--- src/rtl/stream_mux_n.sv ---
// N-channel valid/ready stream selector with one registered output stage.
// The channel is picked by a direct index (MODE 0) or a round-robin arbiter (MODE 1).
module stream_mux_n #(
    parameter int N_CH  = 4,
    parameter int WIDTH = 32,
    parameter int MODE  = 0,
    parameter int SELW  = (N_CH > 2) ? $clog2(N_CH) : 1
) (
    input  logic                  clk,
    input  logic                  rst,
    input  logic [N_CH*WIDTH-1:0] in_data,
    input  logic [N_CH-1:0]       in_valid,
    output logic [N_CH-1:0]       in_ready,
    input  logic [SELW-1:0]       sel,
    output logic [WIDTH-1:0]      out_data,
    output logic [SELW-1:0]       out_ch,
    output logic                  out_valid,
    input  logic                  out_ready
);

    localparam logic [SELW:0] N_CH_W = (SELW+1)'(N_CH);

    logic [N_CH-1:0][WIDTH-1:0] ch_data;
    logic [N_CH-1:0]            gnt_oh;
    logic [SELW-1:0]            gnt;
    logic [SELW-1:0]            ptr;
    logic [WIDTH-1:0]           gnt_data;
    logic                       gnt_vld;
    logic                       load_en;
    logic                       xfer;
    int                         best_d;
    int                         d;

    assign ch_data = in_data;
    assign load_en = !out_valid || out_ready;

    // MODE 1 picks the valid channel at the smallest forward distance from ptr.
    always_comb begin
        gnt     = '0;
        gnt_vld = 1'b0;
        best_d  = N_CH;
        d       = 0;
        if (MODE == 0) begin
            gnt     = sel;
            gnt_vld = ({1'b0, sel} < N_CH_W);
        end else begin
            for (int c = 0; c < N_CH; c++) begin
                d = c - int'(ptr);
                if (d < 0) d = d + N_CH;
                if (in_valid[c] && d < best_d) begin
                    best_d  = d;
                    gnt     = SELW'(c);
                    gnt_vld = 1'b1;
                end
            end
        end
    end

    for (genvar c = 0; c < N_CH; c++) begin : g_lane
        assign gnt_oh[c] = gnt_vld && (gnt == SELW'(c));
    end

    assign in_ready = (rst || !load_en) ? '0 : gnt_oh;
    assign xfer     = |(in_ready & in_valid);

    always_comb begin
        gnt_data = '0;
        for (int c = 0; c < N_CH; c++)
            if (gnt_oh[c]) gnt_data = gnt_data | ch_data[c];
    end

    always_ff @(posedge clk) begin
        if (rst) begin
            out_valid <= 1'b0;
            out_data  <= '0;
            out_ch    <= '0;
            ptr       <= '0;
        end else if (xfer) begin
            out_valid <= 1'b1;
            out_data  <= gnt_data;
            out_ch    <= gnt;
            if (MODE == 1)
                ptr <= (gnt == SELW'(N_CH-1)) ? '0 : gnt + SELW'(1);
        end else if (out_ready) begin
            out_valid <= 1'b0;
        end
    end

endmodule
--- config.mk ---
export PLATFORM = sky130hd
export DESIGN_NAME = stream_mux_n
export DESIGN_NICKNAME = d
export VERILOG_FILES = /design/src/rtl/stream_mux_n.sv
export SDC_FILE = /design/constraint.sdc
export NUM_CORES = 1
export LEC_CHECK = 0
export CORE_MARGIN = 1.5
export CORE_UTILIZATION = 31
export CTS_BUF_LIST = sky130_fd_sc_hd__clkbuf_8
export CTS_CLUSTER_SIZE = 30
export DETAILED_ROUTE_END_ITERATION = 8
export PLACE_DENSITY = 0.86
export SLEW_MARGIN = 20
export SYNTH_ARGS = -nofsm -noshare
export SYNTH_HDL_FRONTEND = slang
export SYNTH_SLANG_ARGS = --single-unit
--- constraint.sdc ---
create_clock -name clk -period 1.35 [get_ports clk]
set_clock_uncertainty 0.1 [all_clocks]
set_input_delay 0.2025 -clock clk [delete_from_list [all_inputs] [get_ports clk]]
set_output_delay 0.2025 -clock clk [all_outputs]
set_load 0.05 [all_outputs]
==> summary.md <==
| Metric | Value |
|---|---|
| # H-tree levels | `2` |
| CP required | `1.05 ns` |
| Via count | `2552` |
| Critical Path End Type | `output port` |
| Dpl hpwl | `6930 µm` |
| Failing checks | `setup timing` |
| Area growth from synthesis to layout | `132%` |
| Reg2Reg Depth | `8` |
| # hold bufs at CTS | `0` |
| First-pass iteration count of the detailed router | `4` |
| Unique masters post-synth | `23` |
| Initial antenna violation count | `0` |
| Die W | `86.7 µm` |
| CTS Buffer Depth | `2` |
| Max-cap violations | `0` |
| Vias per cell | `5.19` |
| Synthesized Nets | `347` |
| Critical R2R Capture | `out_ch[0]` |
| Post-layout util | `74.1%` |
| Port buffer count | `175` |
| Pre-CTS setup slack | `-0.475 ns` |
| VDD IR max | `0.000490 V` |
| Post-synthesis cell count | `210` |
| Slew Limit Headroom | `81.3%` |
| Cts bufs inserted | `5` |
| Vias in the first global route | `2735` |
| GRT Total Usage | `22.8%` |
| Critical path type | `reg -> out` |
| Area after DPL | `0.00461 mm²` |
| ANT cells | `0` |
| Yosys warnings | `0` |
| Status | `finished, violations left` |
| Row count | `30` |
| Setup ws final | `-0.284 ns` |
| Die area | `0.00752 mm²` |
| Setup violations, final | `38` |
| Fmax | `0.612 GHz` |
| Core box area | `0.00679 mm²` |
| Critical Path AT | `1.33 ns` |
| DRC marker count from the first detailed-route iteration | `78` |
| CTS root buf | `clkbuf_8` |
| Max-slew violation count | `0` |
| Final Power | `3.87 mW` |
| Initial core utilization | `32.0%` |
| R2r startpoint | `out_valid` |
| Cell leakage power | `1.79 nW` |
| RSZ-0062 raised after global routing | `yes` |
| CTS tree | `built` |
| Mapped Area | `0.00217 mm²` |
| Placed cells | `475` |
| Antenna Nets Post-Route | `0` |
| Crit path time final | `1.63 ns` |
| Multi-input logic area | `0.00160 mm²` |
| # IOs | `176` |
| Critical path fanouts, max | `5` |
| Final GP Congestion | `0.686` |
| Fillers | `474` |
| Worst-Margin Slew | `0.281 ns` |
| Avg Inst Size Synth | `10.3 µm²` |
| CP startpoint kind | `flip-flop` |
| Total grt overflow | `0` |
| Hold crit path type | `in -> reg` |
| Largest net degree at the start of global routing | `34` |
| Critical path origin | `out_valid` |
| Pwr dens | `769 mW/mm²` |
| WL/cell | `18.3 µm` |
| Die Ht | `86.7 µm` |
| First-pass GRT wire length | `13100 µm` |
| Total Nets Final | `532` |
| Seq cells post-synth | `35` |
| Non-filler instance count after layout | `492` |
| DR DRC count | `0` |
| Seq/Total Area, Yosys | `32.3%` |
| Hold Violations, Final | `0` |
| Clock-pin slew on the worst setup and hold paths | `0.08 ns` |
| Total routed wirelength | `9020 µm` |
| Crit path capture | `in_ready[3]` |
| Design area | `0.00504 mm²` |
| Final worst path period share | `121%` |
| FF+latch area | `704 µm²` |
| Flop2flop setup slack | `-0.26 ns` |
| Share of cells above drive strength 1 | `41.4%` |
| CTS sink cnt | `35` |
| Skew-Pair Late Insertion Delay | `0.28 ns` |
## synth_stat cells
| library cell | instances | area share (%) |
|---|---|---|
| a21oi_1 | 35 | 8.1 |
| and3_1 | 1 | 0.29 |
| buf_2 | 13 | 3.0 |
| buf_4 | 2 | 0.69 |
| buf_6 | 2 | 1.0 |
| clkbuf_1 | 8 | 1.4 |
| clkbuf_2 | 1 | 0.23 |
| dfxtp_1 | 35 | 32 |
| inv_1 | 1 | 0.17 |
| mux2_2 | 1 | 0.52 |
| mux2i_1 | 1 | 0.46 |
| mux4_2 | 32 | 33 |
| nand2_1 | 1 | 0.17 |
| nand2b_1 | 1 | 0.29 |
| nand3_1 | 34 | 7.8 |
| nor2_1 | 1 | 0.17 |
| nor2b_1 | 1 | 0.29 |
| nor3_2 | 1 | 0.46 |
| nor4_1 | 2 | 0.58 |
| nor4b_1 | 2 | 0.81 |
| o21ai_0 | 29 | 6.7 |
| o21ai_1 | 5 | 1.2 |
| or3_1 | 1 | 0.29 |
## routing by layer
metal | share of wire [%] | vias to the layer above | track usage (%)
li1 | - | 1192 | -
met1 | 34 | 1228 | 22.9
met2 | 56 | 117 | 44.7
met3 | 7.4 | 15 | 5.90
met4 | 2.3 | 0 | 7.92
met5 | 0 | - | 0
## placed cells by master, fill, tap and decap left out, drive strengths merged
| master | Yosys | final |
|---|---|---|
| a21oi | 35 | 35 |
| and3 | 1 | 1 |
| buf | 17 | 70 |
| clkbuf | 9 | 6 |
| clkdlybuf4s50 | 0 | 132 |
| clkinv | 0 | 2 |
| clkinvlp | 0 | 2 |
| dfxtp | 35 | 35 |
| dlygate4sd2 | 0 | 1 |
| mux2 | 1 | 1 |
| mux2i | 1 | 1 |
| mux4 | 32 | 32 |
| nand2 | 1 | 1 |
| nand2b | 1 | 1 |
| nand3 | 34 | 34 |
| nor2 | 1 | 1 |
| nor2b | 1 | 1 |
| nor3 | 1 | 1 |
| nor4 | 2 | 2 |
| nor4b | 2 | 2 |
| o21ai | 34 | 34 |
| or3 | 1 | 1 |
## final cells by class
type	count	share of cell area (%)
Multi-Input combinational cell	148	31.9
Clock buffer	5	1.37
Inverter	1	0.149
Clock inverter	3	0.497
Tap cell	96	2.39
Timing Repair Buffer	204	49.8
Sequential cell	35	14.0
## repair_timing
item	4_1_cts	5_1_grt
pin swaps	36	8
gates cloned	3	2
resized for setup	57	29
setup endpoints to repair	38	38
buffers inserted	4	1
## where the power goes
part / internal (mW) / leakage (nW) / switching, mW
clock: 0.369 / 0.0443 / 0.400
sequential: 1.12 / 0.288 / 0.0990
combinational: 1.08 / 1.45 / 0.807
## flip-flops by register name, summed over array words and instances (netlist names)
register	count
out_data	32
out_ch	2
out_valid	1
## cell families after synthesis
logic type / share of synthesized area (%)
multiplexers: 34.2
buffers and inverters: 6.51
flip-flops: 32.3
AO/OA/AOI/OAI: 15.9
AND/OR/NAND/NOR: 11.2
## through the flow
| step | setup TNS, ns | hold slack [ns] |
|---|---|---|
| 2_1_floorplan | -7.76 | 0.311 |
| 6_report | -8.53 | 0.348 |
| 3_5_place_dp | -16.30 | 0.394 |
| 4_1_cts | -8.10 | 0.342 |
| 5_1_grt | -10.37 | 0.362 |
| 3_3_place_gp | -14.85 | 0.387 |
## worst min path at each step
stage,start,end,depth (start not counted)
floorplan,out_ready,out_valid,2
global placement,out_data[5],out_data[5],2
detailed placement,out_data[2],out_data[2],2
CTS,sel[0],out_ch[0],4
global route,rst,out_data[31],3
finish,sel[0],out_ch[0],4
## worst max-delay path, stage by stage (launching register included)
cell     delay (ns)
dfxtp_4        0.35
nor2b_4        0.13
buf_12         0.13
nor4b_4        0.26
buf_12         0.18
(Power assumes the default switching activity.)
